### config.mk
export PLATFORM = sky130hd
export DESIGN_NAME = mw_countdown_timer
export DESIGN_NICKNAME = d
export VERILOG_FILES = /design/src/rtl/mw_countdown_timer.sv
export SDC_FILE = /design/constraint.sdc
export NUM_CORES = 1
export LEC_CHECK = 0
export CAP_MARGIN = 20
export CORE_MARGIN = 2
export CORE_UTILIZATION = 25
export CTS_CLUSTER_SIZE = 20
export DETAILED_ROUTE_END_ITERATION = 12
export HOLD_SLACK_MARGIN = 0.02
export SLEW_MARGIN = 40
export SYNTH_ARGS = -nofsm -noshare
export SYNTH_HDL_FRONTEND = slang
export SYNTH_SLANG_ARGS = --single-unit
### constraint.sdc
create_clock -name clk -period 3.9 [get_ports clk]
set_input_delay 0.78 -clock clk [delete_from_list [all_inputs] [get_ports clk]]
set_output_delay 0.78 -clock clk [all_outputs]
set_load 0.01 [all_outputs]
### src/rtl/mw_countdown_timer.sv
// rtl/mw_countdown_timer.sv - BCD M:SS microwave countdown timer with keypad entry, start/pause/clear and door interlock
// Optional feature macro: MW_QUICK_START_EN (start at 0:00 loads 0:30; start while running adds 30 s)
module mw_countdown_timer #(
  parameter int unsigned BEEP_TICKS = 3
) (
  input  logic       clk,
  input  logic       rst,
  input  logic       tick_1hz,
  input  logic       key_valid,
  input  logic [3:0] key_digit,
  input  logic       start,
  input  logic       stop_clear,
  input  logic       door_closed,
  output logic [3:0] sec_on,
  output logic [3:0] sec_t,
  output logic [3:0] min,
  output logic       running,
  output logic       done,
  output logic       beep
);

  typedef enum logic [1:0] {
    S_IDLE  = 2'd0,
    S_RUN   = 2'd1,
    S_PAUSE = 2'd2,
    S_DONE  = 2'd3
  } state_t;

  localparam logic [3:0] BEEP_LIMIT = 4'(BEEP_TICKS);

  state_t     state;
  state_t     state_nxt;
  logic [3:0] sec_on_nxt;
  logic [3:0] sec_t_nxt;
  logic [3:0] min_nxt;
  logic [3:0] beep_cnt;
  logic [3:0] beep_cnt_nxt;

  logic       time_zero;
  logic       time_one;
  logic [3:0] norm_sec_on;
  logic [3:0] norm_sec_t;
  logic [3:0] norm_min;
  logic [3:0] dec_sec_on;
  logic [3:0] dec_sec_t;
  logic [3:0] dec_min;

  assign time_zero = (min == 4'd0) && (sec_t == 4'd0) && (sec_on == 4'd0);
  assign time_one  = (min == 4'd0) && (sec_t == 4'd0) && (sec_on == 4'd1);

  // Normalize keyed-in time (seconds tens may be 6..9) into a legal M:SS, saturating at 9:59
  always_comb begin
    norm_sec_on = sec_on;
    norm_sec_t  = sec_t;
    norm_min    = min;
    if (sec_t >= 4'd6) begin
      if (min == 4'd9) begin
        norm_min    = 4'd9;
        norm_sec_t  = 4'd5;
        norm_sec_on = 4'd9;
      end else begin
        norm_sec_t = sec_t - 4'd6;
        norm_min   = min + 4'd1;
      end
    end
  end

  // One-second BCD decrement with borrow chain; only used when time is above 0:01
  always_comb begin
    dec_sec_on = sec_on - 4'd1;
    dec_sec_t  = sec_t;
    dec_min    = min;
    if (sec_on == 4'd0) begin
      dec_sec_on = 4'd9;
      if (sec_t == 4'd0) begin
        dec_sec_t = 4'd5;
        dec_min   = min - 4'd1;
      end else begin
        dec_sec_t = sec_t - 4'd1;
      end
    end
  end

`ifdef MW_QUICK_START_EN
  logic [3:0] add_sum;
  logic [3:0] add_sec_on;
  logic [3:0] add_sec_t;
  logic [3:0] add_min;

  // Add 30 s to a running (already normalized) time, saturating at 9:59
  always_comb begin
    add_sum    = sec_t + 4'd3;
    add_sec_on = sec_on;
    add_sec_t  = add_sum;
    add_min    = min;
    if (add_sum >= 4'd6) begin
      if (min == 4'd9) begin
        add_min    = 4'd9;
        add_sec_t  = 4'd5;
        add_sec_on = 4'd9;
      end else begin
        add_sec_t = add_sum - 4'd6;
        add_min   = min + 4'd1;
      end
    end
  end
`endif

  // Next-state and next-digit selection, honouring stop_clear > door > start > key > tick
  always_comb begin
    state_nxt    = state;
    sec_on_nxt   = sec_on;
    sec_t_nxt    = sec_t;
    min_nxt      = min;
    beep_cnt_nxt = beep_cnt;
    unique case (state)
      S_IDLE: begin
        if (stop_clear) begin
          sec_on_nxt = 4'd0;
          sec_t_nxt  = 4'd0;
          min_nxt    = 4'd0;
        end else if (start && door_closed && !time_zero) begin
          state_nxt  = S_RUN;
          sec_on_nxt = norm_sec_on;
          sec_t_nxt  = norm_sec_t;
          min_nxt    = norm_min;
`ifdef MW_QUICK_START_EN
        end else if (start && door_closed) begin
          state_nxt  = S_RUN;
          sec_on_nxt = 4'd0;
          sec_t_nxt  = 4'd3;
          min_nxt    = 4'd0;
`endif
        end else if (key_valid && (key_digit <= 4'd9)) begin
          min_nxt    = sec_t;
          sec_t_nxt  = sec_on;
          sec_on_nxt = key_digit;
        end
      end
      S_RUN: begin
        if (stop_clear || !door_closed) begin
          state_nxt = S_PAUSE;
`ifdef MW_QUICK_START_EN
        end else if (start) begin
          sec_on_nxt = add_sec_on;
          sec_t_nxt  = add_sec_t;
          min_nxt    = add_min;
`endif
        end else if (tick_1hz) begin
          if (time_one) begin
            state_nxt    = S_DONE;
            sec_on_nxt   = 4'd0;
            beep_cnt_nxt = 4'd0;
          end else begin
            sec_on_nxt = dec_sec_on;
            sec_t_nxt  = dec_sec_t;
            min_nxt    = dec_min;
          end
        end
      end
      S_PAUSE: begin
        if (stop_clear) begin
          state_nxt  = S_IDLE;
          sec_on_nxt = 4'd0;
          sec_t_nxt  = 4'd0;
          min_nxt    = 4'd0;
        end else if (start && door_closed) begin
          state_nxt = S_RUN;
        end
      end
      S_DONE: begin
        if (stop_clear || key_valid) begin
          state_nxt    = S_IDLE;
          beep_cnt_nxt = 4'd0;
        end else if (tick_1hz) begin
          if ((beep_cnt + 4'd1) >= BEEP_LIMIT) begin
            state_nxt    = S_IDLE;
            beep_cnt_nxt = 4'd0;
          end else begin
            beep_cnt_nxt = beep_cnt + 4'd1;
          end
        end
      end
      default: begin
        state_nxt = S_IDLE;
      end
    endcase
  end

  // State, digit and registered-output update; outputs are decoded from the next state
  always_ff @(posedge clk) begin
    if (rst) begin
      state    <= S_IDLE;
      sec_on   <= 4'd0;
      sec_t    <= 4'd0;
      min      <= 4'd0;
      beep_cnt <= 4'd0;
      running  <= 1'b0;
      done     <= 1'b0;
      beep     <= 1'b0;
    end else begin
      state    <= state_nxt;
      sec_on   <= sec_on_nxt;
      sec_t    <= sec_t_nxt;
      min      <= min_nxt;
      beep_cnt <= beep_cnt_nxt;
      running  <= (state_nxt == S_RUN);
      done     <= (state_nxt == S_DONE) && (state != S_DONE);
      beep     <= (state_nxt == S_DONE);
    end
  end

endmodule

==> results.py <==
metrics = {
    "die": {
        "dieHeight_um": 86.93,
        "core_um2": 6719,
        "start_util_pct": 25.59,
        "dieArea_um2": 7556,
        "die_x_um": 86.93,
        "io_pins": 26,
        "num_rows": 30,
    },
    "hold_path": {
        "holdPathEnd": "beep_cnt[1]$_SDFFE_PP0P_",
        "min_path_cells": 2,
        "worstHoldStart": "beep_cnt[1]$_SDFFE_PP0P_",
        "hold_path.class": "reg -> reg",
    },
    "pwr": {
        "combPwrFrac_pct": 57.0,
        "power_frac_seq_pct": 30.2,
        "swShare_pct": 45.09,
        "power.density_nw_per_um2": 542.2,
        "switching_power_mw": 0.5075,
        "internal-power_mw": 0.6181,
        "pwr-share-clk_pct": 12.8,
        "power_leakage_nw": 0.7786,
        "ir_worst_vdd_mv": 0.2083,
    },
    "logic_synthesis": {
        "synth.distinct_cells": 54,
        "synth-seq-cells": 21,
        "netlist_area_um2": 1719,
        "synthesis.yosys.warnings": 0,
        "yosysSeqAreaShare_pct": 24.45,
        "synthArstFlopShare_pct": 0,
        "synth_edf_count": 0,
        "ys.flop_type": "dfxtp_1",
        "synth_nets": 240,
        "syn_avg_cell_area_um2": 8.148,
        "yosys.area.top_type_share_pct": 24.45,
        "synth_most_common_cell": "dfxtp_1",
        "synthCells": 211,
        "synth_area_leaders": "dfxtp_1, ha_1, nand2_1",
        "netlist.top_cell.by_area": "dfxtp_1",
        "synth_common_cells": "dfxtp_1, ha_1, nand2_1",
    },
    "timing": {
        "final.setup_skew_ns": 0.005350,
        "post-route-min-period_ns": 2.904,
        "slew-limit-headroom_pct": 52.29,
        "hold_viol": 0,
        "final-setup-viol-count": 0,
        "fin_crit_sh_pct": 74.46,
        "worstMarginPinSlew_ns": 0.7130,
        "rsz0062_at_grt": "false",
        "max_clock_freq_mhz": 344.4,
        "final_max_slew_viol_count": 0,
        "setup-tns-final_ns": 0,
    },
    "clocking": {
        "cts_tree": "yes",
        "worstSkewPairLatency_ns": 0.26,
        "cts-hold-fix-buffers": 0,
        "cts_buffer_depth": 2,
        "clockRootBuffer": "clkbuf_8",
        "htreeDepth": 1,
        "post_cts_resized": 0,
        "postCtsSetupBuffers": 0,
        "cts_buffers": 3,
        "cts.sinks": 21,
        "clk_pin_slew_ns": 0.08,
    },
    "route": {
        "routed_via_density": 5.410,
        "first_pass_iters": 4,
        "wirelength_um": 4603,
        "drc_errors": 0,
        "ant_nets": 0,
        "wl_per_cell_um": 14.75,
        "drtIter0Drc": 186,
        "vias": 1688,
    },
    "final_layout": {
        "syn2layout_area_growth_pct": 20.74,
        "n_fill_cell": 698,
        "seq_area_um2": 420.4,
        "fin_nets": 262,
        "multiInputGateArea_um2": 1204,
        "drive_above_1_share_pct": 6.466,
        "stdcell_count": 312,
        "diodes": 0,
    },
    "critical_path": {
        "critPathLaunchType": "input port",
        "r2r_setup_slack_ns": 1.20,
        "crit_required_ns": 4.06,
        "path_max_fanout": 15,
        "crit_type": "in -> reg",
        "worstPathArrival_ns": 3.07,
        "crit-reg2reg-capture": "min[1]$_SDFFE_PP0P_",
        "r2r_cells": 8,
        "r2r_start": "sec_t[1]$_SDFFE_PP0P_",
        "worst_setup_path_end_kind": "register",
    },
    "global_route": {
        "grt_pass1_wl_um": 7721,
        "grt_max_degree": 16,
        "grt_usage_pct": 12.61,
        "grt_pass1_vias": 1594,
        "antenna_found_initial": 0,
        "gr-total-overflow": 0,
    },
    "run_status": {
        "status": "finished, final reports clean",
    },
    "placed_design": {
        "port_buffers": 25,
        "dp.cells": 308,
        "dp.final_hpwl_um": 3476,
        "place.gp.congestion": 0.8822,
    },
    "flow_run": {
        "drv_cap": 0,
    },
}
layout by cell type, fill, tap and decap left out, types with 3 or more instances in the layout:
cell / count
clkdlybuf4s50_1: 25
nand2_1: 17
o21ai_1: 3
a31oi_1: 3
or3_1: 4
a211oi_1: 6
ha_1: 18
clkbuf_8: 3
mux2i_1: 3
inv_1: 15
and3_1: 5
a21oi_1: 11
nand3_1: 5
dfxtp_1: 21
nor3_1: 10
nand4_1: 4
o32ai_1: 3
a211o_1: 3
nand3b_1: 3
nor2_1: 15
nor2b_1: 3
xor2_1: 3
o21ai_0: 10
area by class of cell:
| cell class | count | share of cell area [%] |
|---|---|---|
| clock buffers | 4 | 2.170 |
| multi-input cells | 167 | 57.99 |
| inverters | 15 | 2.712 |
| repair buffers | 25 | 12.06 |
| flip-flops and latches | 21 | 20.25 |
| well taps | 80 | 4.822 |
layer usage:
metal	track usage [%]	wire [um]
met5	0	0
met4	4.545	82
met3	0.8531	211
met2	20.19	2099
met1	17.77	2208
sequential cells by signal (all words and copies together), names as in the netlist:
name,flops
running,1
sec_on,4
beep_cnt,4
beep,1
sec_t,4
done,1
min,4
state,2
stage by stage:
| stage | hold slack, ns | worst slack (ns) | utilization (%) | cell area [um2] | total power [mW] |
|---|---|---|---|---|---|
| after floorplan | 0.4652 | 1.527 | - | 1719 | 0.7750 |
| after global placement | 0.4820 | 0.8363 | 30.22 | 2031 | 0.9835 |
| after detailed placement | 0.4875 | 0.7346 | 30.22 | 2031 | 0.9783 |
| after CTS | 0.5027 | 1.026 | 30.89 | 2076 | 1.128 |
| after global routing | 0.5260 | 0.8323 | 30.89 | 2076 | 1.219 |
| final | 0.4989 | 0.9962 | 30.89 | 2076 | 1.126 |
critical path: stages:
cell             delay (ns)
clkdlybuf4s50_1        0.56
nand2_1                0.19
a31oi_4                0.46
mux2i_4                0.38
nand3_2                0.20
a311o_1                0.31
and3_1                 0.18
cells by family after synthesis:
logic type | synth area share, %
buffers and inverters | 5.531
adders and majority gates | 13.10
xor gates and xnor gates | 2.038
and+or+nand+nor | 28.31
AOI/OAI and AO/OA | 23.51
muxes | 3.057
DFF | 24.45
how the worst max path moves through the flow:
stage | startpoint | endpoint | slack, ns
floorplan | stop_clear | beep_cnt[0]$_SDFFE_PP0P_ | 1.53
global placement | door_closed | min[1]$_SDFFE_PP0P_ | 0.84
detailed placement | door_closed | min[1]$_SDFFE_PP0P_ | 0.73
CTS | door_closed | min[1]$_SDFFE_PP0P_ | 1.03
global route | door_closed | sec_on[1]$_SDFFE_PP0P_ | 0.83
finish | door_closed | min[1]$_SDFFE_PP0P_ | 1.0
power by group through the flow:
stage,logic (mW),clock network [mW],registers [mW]
floorplan,0.440,0,0.335
global placement,0.636,0,0.348
detailed placement,0.634,0,0.344
CTS,0.639,0.150,0.339
global route,0.710,0.159,0.350
finish,0.641,0.144,0.340
Note: power is estimated with default switching activity, not from simulation.
